`src/rtl/fpu_arith_pkg.sv`:
```
// Shared arithmetic definitions for the FPU mantissa multiplier and divider chains:
// FSM state encoding, steps retired per compute cycle, and the ceil-div helper.
package fpu_arith_pkg;

  typedef enum logic [1:0] {
    StIdle = 2'd0,
    StRun  = 2'd1,
    StDone = 2'd2
  } state_e;

  localparam int unsigned STEPS_PER_CYCLE = 4;

  function automatic int unsigned ceil_div(input int unsigned n, input int unsigned d);
    return (n + d - 1) / d;
  endfunction

endpackage

```
`src/rtl/seq_mult4_if.sv`:
```
// Start/busy/done handshake and operand/product bus of the sequential multiplier.
interface seq_mult4_if #(
  parameter int unsigned INPUT_SIZE = 10
);
  logic                      start;
  logic [INPUT_SIZE-1:0]     A;
  logic [INPUT_SIZE-1:0]     B;
  logic                      busy;
  logic                      done;
  logic [2*INPUT_SIZE-1:0]   P;

  modport master (output start, output A, output B, input busy, input done, input P);
  modport slave  (input start, input A, input B, output busy, output done, output P);
endinterface

```
`src/rtl/seq_mult4_mulunit.sv`:
```
// One combinational add-shift step: conditionally add mcand into acc, then advance both
// the multiplicand (left) and multiplier (right) by one bit.
module mulunit
  import fpu_arith_pkg::*;
#(
  parameter int unsigned INPUT_SIZE = 10
) (
  input  logic [2*INPUT_SIZE-1:0]                              acc_i,
  input  logic [2*INPUT_SIZE-1:0]                              mcand_i,
  input  logic [STEPS_PER_CYCLE*ceil_div(INPUT_SIZE, STEPS_PER_CYCLE)-1:0] mplier_i,
  output logic [2*INPUT_SIZE-1:0]                              acc_o,
  output logic [2*INPUT_SIZE-1:0]                              mcand_o,
  output logic [STEPS_PER_CYCLE*ceil_div(INPUT_SIZE, STEPS_PER_CYCLE)-1:0] mplier_o
);

  always_comb begin
    acc_o    = mplier_i[0] ? (acc_i + mcand_i) : acc_i;
    mcand_o  = mcand_i << 1;
    mplier_o = mplier_i >> 1;
  end

endmodule

```
`src/rtl/seq_mult4.sv`:
```
// Sequential unsigned multiplier retiring four multiplier bits per cycle via a mulunit chain.
// Optional build macro EARLY_TERM_EN finishes as soon as the remaining multiplier is zero.
module seq_mult4
  import fpu_arith_pkg::*;
#(
  parameter int unsigned INPUT_SIZE = 10
) (
  input  logic         clk,
  input  logic         rst,
  seq_mult4_if.slave   bus
);

  localparam int unsigned ITER = ceil_div(INPUT_SIZE, STEPS_PER_CYCLE);
  localparam int unsigned PW   = 2 * INPUT_SIZE;
  localparam int unsigned MW   = STEPS_PER_CYCLE * ITER;
  localparam int unsigned CntW = (ITER > 1) ? $clog2(ITER) : 1;

  state_e              state_q, state_d;
  logic [PW-1:0]       acc_q, acc_d;
  logic [PW-1:0]       mcand_q, mcand_d;
  logic [MW-1:0]       mplier_q, mplier_d;
  logic [CntW-1:0]     cnt_q, cnt_d;
  logic [PW-1:0]       p_q, p_d;

  logic [PW-1:0]       acc_c   [STEPS_PER_CYCLE+1];
  logic [PW-1:0]       mcand_c [STEPS_PER_CYCLE+1];
  logic [MW-1:0]       mplier_c[STEPS_PER_CYCLE+1];
  logic                last_cycle;

  assign acc_c[0]    = acc_q;
  assign mcand_c[0]  = mcand_q;
  assign mplier_c[0] = mplier_q;

  for (genvar g = 0; g < STEPS_PER_CYCLE; g++) begin : g_step
    mulunit #(
      .INPUT_SIZE(INPUT_SIZE)
    ) u_step (
      .acc_i    (acc_c[g]),
      .mcand_i  (mcand_c[g]),
      .mplier_i (mplier_c[g]),
      .acc_o    (acc_c[g+1]),
      .mcand_o  (mcand_c[g+1]),
      .mplier_o (mplier_c[g+1])
    );
  end

`ifdef EARLY_TERM_EN
  assign last_cycle = (cnt_q == CntW'(ITER - 1)) || (mplier_c[STEPS_PER_CYCLE] == '0);
`else
  assign last_cycle = (cnt_q == CntW'(ITER - 1));
`endif

  always_comb begin
    state_d  = state_q;
    acc_d    = acc_q;
    mcand_d  = mcand_q;
    mplier_d = mplier_q;
    cnt_d    = cnt_q;
    p_d      = p_q;
    unique case (state_q)
      StIdle: begin
        if (bus.start) begin
          acc_d    = '0;
          mcand_d  = PW'(bus.A);
          mplier_d = MW'(bus.B);
          cnt_d    = '0;
          state_d  = StRun;
        end
      end
      StRun: begin
        acc_d    = acc_c[STEPS_PER_CYCLE];
        mcand_d  = mcand_c[STEPS_PER_CYCLE];
        mplier_d = mplier_c[STEPS_PER_CYCLE];
        cnt_d    = cnt_q + 1'b1;
        if (last_cycle) begin
          p_d     = acc_c[STEPS_PER_CYCLE];
          state_d = StDone;
        end
      end
      StDone:  state_d = StIdle;
      default: state_d = StIdle;
    endcase
  end

  always_ff @(posedge clk) begin
    if (rst) begin
      state_q  <= StIdle;
      acc_q    <= '0;
      mcand_q  <= '0;
      mplier_q <= '0;
      cnt_q    <= '0;
      p_q      <= '0;
    end else begin
      state_q  <= state_d;
      acc_q    <= acc_d;
      mcand_q  <= mcand_d;
      mplier_q <= mplier_d;
      cnt_q    <= cnt_d;
      p_q      <= p_d;
    end
  end

  assign bus.busy = (state_q != StIdle);
  assign bus.done = (state_q == StDone);
  assign bus.P    = p_q;

endmodule
```
`src/flat_wrapper.sv`:
```
// flat-port wrapper written by rule: the top's interface ports become plain ports
module seq_mult4_flat import fpu_arith_pkg::*;
#(
  parameter int unsigned INPUT_SIZE = 10
)
  (clk, rst, bus_start, bus_A, bus_B, bus_busy, bus_done, bus_P);
  seq_mult4_if #(.INPUT_SIZE(INPUT_SIZE)) bus_i ();
  input  logic clk;
  input  logic rst;
  input wire logic [$bits(bus_i.start)-1:0] bus_start;
  input wire logic [$bits(bus_i.A)-1:0] bus_A;
  input wire logic [$bits(bus_i.B)-1:0] bus_B;
  output wire logic [$bits(bus_i.busy)-1:0] bus_busy;
  output wire logic [$bits(bus_i.done)-1:0] bus_done;
  output wire logic [$bits(bus_i.P)-1:0] bus_P;
  assign bus_i.start = bus_start;
  assign bus_i.A = bus_A;
  assign bus_i.B = bus_B;
  assign bus_busy = bus_i.busy;
  assign bus_done = bus_i.done;
  assign bus_P = bus_i.P;
  seq_mult4 #(.INPUT_SIZE(INPUT_SIZE)) u_core (.clk(clk), .rst(rst), .bus(bus_i));
endmodule
```
`config.mk`:
```
export PLATFORM = sky130hd
export DESIGN_NAME = seq_mult4_flat
export DESIGN_NICKNAME = d
export VERILOG_FILES = /design/src/rtl/fpu_arith_pkg.sv /design/src/rtl/seq_mult4_if.sv /design/src/rtl/seq_mult4_mulunit.sv /design/src/rtl/seq_mult4.sv /design/src/flat_wrapper.sv
export SDC_FILE = /design/constraint.sdc
export NUM_CORES = 1
export LEC_CHECK = 0
export ABC_AREA = 1
export CAP_MARGIN = 20
export CELL_PAD_IN_SITES_DETAIL_PLACEMENT = 1
export CELL_PAD_IN_SITES_GLOBAL_PLACEMENT = 2
export CORE_MARGIN = 2
export CORE_UTILIZATION = 30
export DETAILED_ROUTE_END_ITERATION = 16
export PLACE_DENSITY = 0.75
export SLEW_MARGIN = 20
export SYNTH_ARGS = -nofsm -noshare
export SYNTH_HDL_FRONTEND = slang
export SYNTH_SLANG_ARGS = --single-unit
```
`constraint.sdc`:
```
create_clock -name clk -period 5.2 [get_ports clk]
set_clock_uncertainty 0.2 [all_clocks]
set_input_delay 0.78 -clock clk [delete_from_list [all_inputs] [get_ports clk]]
set_output_delay 0.78 -clock clk [all_outputs]
set_load 0.005 [all_outputs]
```
# Yosys cells after proc, flatten, opt, wreduce, memory -nomap -nowiden
# Index checks and enable logic that the tools add are counted.
[word_totals]
register_bits = 76
out_inout_bits = 22
wordCells = 37
[op_classes]
addsub = 5
n_eq_ne = 5
mux = 15
n_reduce_logical = 6
[ops]
columns = ["cell", "n"]
rows = [
  ["20-bit two-way mux", 6],
  ["20-bit adder", 4],
  ["20-bit case mux with 2 select lines", 2],
  ["12-bit case mux with 2 select lines", 1],
  ["12-bit two-way mux", 1],
  ["2-bit case mux with 2 select lines", 2],
  ["2-bit two-way mux", 3],
  ["2-bit AND reduction", 3],
  ["2-bit equality test, second input constant", 2],
  ["2-bit nonzero test", 2],
  ["2-bit by 1-bit adder with 2-bit output, second input constant", 1],
  ["2-bit by 1-bit equality test with 1-bit output, second input constant", 1],
  ["2-bit zero test", 1],
  ["2-bit by 1-bit inequality test with 1-bit output, second input constant", 1],
  ["2-bit inequality test, second input constant", 1],
]

# Depth between registers and ports, before layout
[depth]
ltp_word = 9
depth_mapped = 44
ltp_nobuf = 44

# Hierarchy
# From an unflattened synthesis, not the netlist that was laid out.
[hier_totals]
cells_unflattened = 1697
area_unflattened_um2 = 9934.5
[by_module_without_submodules]
columns = ["module", "n_inst", "cells_each", "area_each_um2", "seq_area_each_um2"]
rows = [
  ["mulunit (u_core.g_step[2].u_step ...)", 2, 310, 1704.1, 0.0],
  ["mulunit (u_core.g_step[0].u_step ...)", 2, 307, 1686.6, 0.0],
  ["seq_mult4", 1, 463, 3153.0, 1521.5],
]

# Worst setup path after synthesis
# No wires, ideal clock.
[synth_path]
path_kind = "register to register"
startpoint = "reg u_core.mcand_q[0]"
endpoint = "reg u_core.p_q[16] (netlist: u_core.bus.P[16])"
setup_ns = 0.056
arrival_ns = 5.309
t_required_ns = 4.944
setup_slack_ns = -0.365
path_stages_with_launch = 37
synth_period_minus_slack_ns = 5.565
path_cell_list = "dfxtp_1 -> ha_1 -> fa_1 -> nand2_1 -> nand2_1 -> o21ai_2 -> o21ai_2 -> or2_1 -> nand3_1 -> nand2_1 -> ha_1 -> nand2_1 -> o21ai_0 -> a21oi_1 -> nand2_1 -> xor2_1 -> nand2_1 -> nand2_2 -> ha_1 -> nand2_1 -> nor2_1 -> nor3b_2 -> a21oi_2 -> or2_2 -> nand3_1 -> nand2_1 -> ha_1 -> a21oi_1 -> o21ai_0 -> inv_1 -> nand3_1 -> a31o_2 -> or2_1 -> nand3_1 -> nand2_1 -> a21o_1 -> inv_1"
[synth_between]
elab_chain_cells = 8
[synth_rtl]
columns = ["element", "line", "source"]
rows = [
  ["start: declaration", "seq_mult4.sv:20", "logic [PW-1:0] mcand_q, mcand_d;"],
  ["start signal: assignment", "seq_mult4.sv:96", "mcand_q <= mcand_d;"],
  ["20-bit adder", "seq_mult4_mulunit.sv:17", "acc_o = mplier_i[0] ? (acc_i + mcand_i) : acc_i;"],
  ["20-bit two-way mux", "seq_mult4_mulunit.sv:17", ""],
  ["20-bit adder", "seq_mult4_mulunit.sv:17", ""],
  ["20-bit two-way mux", "seq_mult4_mulunit.sv:17", ""],
  ["20-bit adder", "seq_mult4_mulunit.sv:17", ""],
  ["20-bit two-way mux", "seq_mult4_mulunit.sv:17", ""],
  ["20-bit adder", "seq_mult4_mulunit.sv:17", ""],
  ["20-bit two-way mux (*)", "seq_mult4_mulunit.sv:17", ""],
  ["end signal: assignment", "seq_mult4.sv:99", "p_q <= p_d;"],
  ["end: declaration", "seq_mult4.sv:23", "logic [PW-1:0] p_q, p_d;"],
]
# Every way passes the cells marked *; elsewhere a longest branch is shown, timed or not.
# A chain may end at the register's enable or synchronous reset.

# Worst setup path in the final report
[layout_path]
startpoint = "reg u_core.mcand_q[0]"
endpoint = "reg u_core.p_q[17] (netlist: u_core.bus.P[17])"
# The elaborated chain is that of the path after synthesis.

==> qor.txt <==
======================================================================================================
Result of the run                                                                         finished, violations left
Violated checks                                                                           negative setup slack
Pin count of the biggest net entering global routing                                                54
Slowest cell on crit path                                                                 sky130_fd_sc_hd__fa_2
Die width                                                                                       163 µm
Total via count in the routed design                                                              9450
Unrepaired setup endpoints after global routing                                                   true
Crit-path max FO                                                                                     4
Number of hold-slack violations in the final timing report                                           0
Power density over the cells                                                                196 nW/µm²
Min Tclk post-route                                                                            6.00 ns
Library cell occupying the most area in the post-synthesis netlist                        sky130_fd_sc_hd__dfxtp_1
Required time at the worst-slack endpoint                                                      5.25 ns
Core Footprint                                                                               25000 µm²
Signal arrival time at the worst endpoint                                                      6.05 ns
Initial cell density of the core                                                                 0.302
Crit end category                                                                                 flop
Proportion of synthesized flip-flops having asynchronous set or reset                                0
Max-cap viol count                                                                                   0
IR Drop Worst-Case VDD                                                                        0.157 mV
Slowest stage delay, CP                                                                        0.39 ns
DR DRC count                                                                                         0
Cell types occupying the most area after synthesis                                        sky130_fd_sc_hd__dfxtp_1 20%, sky130_fd_sc_hd__nand2_1 19%, sky130_fd_sc_hd__ha_1 13%, sky130_fd_sc_hd__a21oi_1 7.8%, sky130_fd_sc_hd__nand3_1 7.6%
Post-Synthesis Mean Instance Area                                                             6.24 µm²
Fraction of post-synthesis cell area in the top cell type by area                                0.196
Synth warnings                                                                                       0
Syn nets                                                                                          1314
Count of flip-flops with a built-in enable after synthesis                                           0
Number of distinct library cells after synthesis                                                    49
Inserted Clock Buffers                                                                               9
Post-layout instance count excluding filler cells                                                 1882
Die Ht                                                                                          163 µm
Depth of the CTS H-tree                                                                              3
# rows                                                                                              58
Dpl cells                                                                                         1806
Seq cells post-synth                                                                                74
Routed via count divided by cell count                                                            5.02
Post-Synthesis Cells                                                                              1210
First-pass detailed-route iteration total                                                            4
Detail-routed net length per standard cell                                                     18.9 µm
Total power of the final layout                                                                2.55 mW
Number of antenna-violating nets in the routed design                                                0
Total clock sinks                                                                                   74
Transition time of the tightest slew-check pin                                                 1.21 ns
Post-DP HPWL                                                                                  25300 µm
Via count of the first global-routing pass                                                       10300
Crit path top cell by count                                                               sky130_fd_sc_hd__nand2_2
Worst-case setup margin in the final layout                                                  -0.796 ns
Count of hold-fix buffers inserted at cts                                                            0
Area overhead of the layout relative to synthesis                                                72.0%
Type of the setup path with the least slack                                               flop to flop
Portion of the post-synthesis area used by sequential elements                                   0.196
Most instantiated flip-flop cell in the synthesis netlist                                 sky130_fd_sc_hd__dfxtp_1
# port buffers                                                                                      44
CTS tree                                                                                         built
Post-Synthesis Cell Area                                                                      7550 µm²
Clock transition at the register clock pins on the worst setup and hold paths after CTS        0.08 ns
Final wirelength                                                                              35500 µm
Leakage power figure                                                                           6.16 nW
I/O Pins                                                                                            45
Final setup viols                                                                                   23
Worst Setup Start Kind                                                                            flop
Number of antenna diodes                                                                             0
Clock tree root buffer cell                                                               sky130_fd_sc_hd__clkbuf_16
Buffer depth of the longest clock path                                                               2
Max_slew headroom                                                                                0.195
Starting DRT DRC Count                                                                             482
Initial antenna violation count                                                                      0
Total congestion overflow                                                                            0
Share of final-layout standard cells stronger than drive strength 1                              0.441
Global Route Usage Sum                                                                           0.264
Wire length of the first global-routing pass                                                  54500 µm
Leading post-synthesis cells by instance count                                            376 x sky130_fd_sc_hd__nand2_1, 117 x sky130_fd_sc_hd__a21oi_1, 115 x sky130_fd_sc_hd__nand3_1
Top-count cell post-synth                                                                 sky130_fd_sc_hd__nand2_1
GPL Wtd Cong                                                                                     0.925
Floorplan die area                                                                           26400 µm²
Number of slew-limit violations in the final report                                                  0
Period utilisation layout                                                                         1.15
Type of the worst min-delay path                                                          flop to flop
Final net count                                                                                   1651
Clock latency on the worst-skew pair                                                           0.36 ns
Highest Clock Rate                                                                           0.167 GHz
======================================================================================================
path summary, 6_finish.rpt:
path	cells past startpoint	slack, ns	to	start
setup / recovery	38	-0.80	u_core.bus.P[17]	u_core.mcand_q[0]
hold / removal	1	0.26	u_core.cnt_q[0]	u_core.cnt_q[0]
setup reg to reg	38	-0.80	u_core.bus.P[17]	u_core.mcand_q[0]
hold reg to reg	1	0.26	u_core.cnt_q[0]	u_core.cnt_q[0]
final cells by class:
| class | count | area, µm² |
|---|---|---|
| clock buffer | 10 | 229 |
| inverter | 116 | 448 |
| sequential | 74 | 1510 |
| multi-input combinational | 984 | 7330 |
| timing repair buffer | 362 | 2910 |
| tap | 330 | 413 |
| fill | 3098 | 12000 |
| clock inverter | 6 | 138 |
state kept, by name (all words and copies together) (netlist names):
register         flops
u_core.mplier_q     10
u_core.state_q       2
u_core.bus.P        20
u_core.acc_q        20
u_core.cnt_q         2
u_core.mcand_q      20
critical path: cells and delay by family, from the launching register on:
family / cells / cell delay (ns)
and+or+nand+nor: 17 / 1.79
AOI/OAI and AO/OA: 9 / 1.19
adders and majority gates: 5 / 1.38
buffers and inverters: 4 / 0.43
DFF: 1 / 0.36
xor gates and xnor gates: 3 / 0.51
kinds of logic after synthesis:
| family | share of synthesized area |
|---|---|
| AND/OR/NAND/NOR | 0.364 |
| adder cells (fa/ha/maj) | 0.138 |
| AO/OA/AOI/OAI | 0.184 |
| XOR/XNOR | 0.0371 |
| multiplexers | 0.00133 |
| buffers and inverters | 0.0792 |
| flip-flops | 0.196 |
layout by cell type (no fill, tap or decap), types with 16 or more instances in the layout:
master	netlist	final
sky130_fd_sc_hd__nor2_1	73	57
sky130_fd_sc_hd__dfxtp_1	74	59
sky130_fd_sc_hd__nand2_2	9	58
sky130_fd_sc_hd__a21oi_2	4	29
sky130_fd_sc_hd__buf_4	1	300
sky130_fd_sc_hd__a21oi_4	0	17
sky130_fd_sc_hd__buf_6	2	16
sky130_fd_sc_hd__clkdlybuf4s50_1	0	43
sky130_fd_sc_hd__o21ai_0	41	23
sky130_fd_sc_hd__a21oi_1	117	75
sky130_fd_sc_hd__inv_1	114	98
sky130_fd_sc_hd__nand2_4	0	26
sky130_fd_sc_hd__ha_1	77	28
sky130_fd_sc_hd__nand2_1	376	301
sky130_fd_sc_hd__nand3_1	115	84
sky130_fd_sc_hd__ha_4	0	46
sky130_fd_sc_hd__o21ai_2	15	19
sky130_fd_sc_hd__nand3_2	5	25
sky130_fd_sc_hd__xor2_1	23	18
through the flow:
stage	hold slack, ns	worst slack [ns]	instance area (µm²)	util	TNS [ns]
floorplan	0.227	-0.0196	7870	-	-0.0288
global placement	0.246	-0.882	10500	0.421	-13.49
detailed placement	0.258	-0.960	10500	0.421	-15.15
finish	0.261	-0.796	13000	0.520	-11.66
CTS	0.267	-0.598	12100	0.486	-8.70
global route	0.288	-1.05	13000	0.520	-17.80
layer usage:
layer	vias to the layer above	share of wire	wire length (µm)	GRT usage
met2	134	0.50	17700	0.469
li1	4679	-	-	-
met1	4600	0.45	16000	0.343
met3	37	0.036	1260	0.0295
met4	0	0.015	537	0.0595
met5	-	0	0	0
timing repair:
item                       4_1_cts  5_1_grt
pin swaps                       82      111
setup buffers                   52       12
setup endpoints to repair       26       28
gates cloned                     0        0
resized for setup              204      157
where the power goes:
group          switching (mW)  internal [mW]  total (mW)
registers              0.0297          0.590       0.620
logic                   0.598          0.511        1.11
clock network           0.296          0.522       0.818
total                   0.924           1.62        2.55
(Power assumes the default switching activity.)
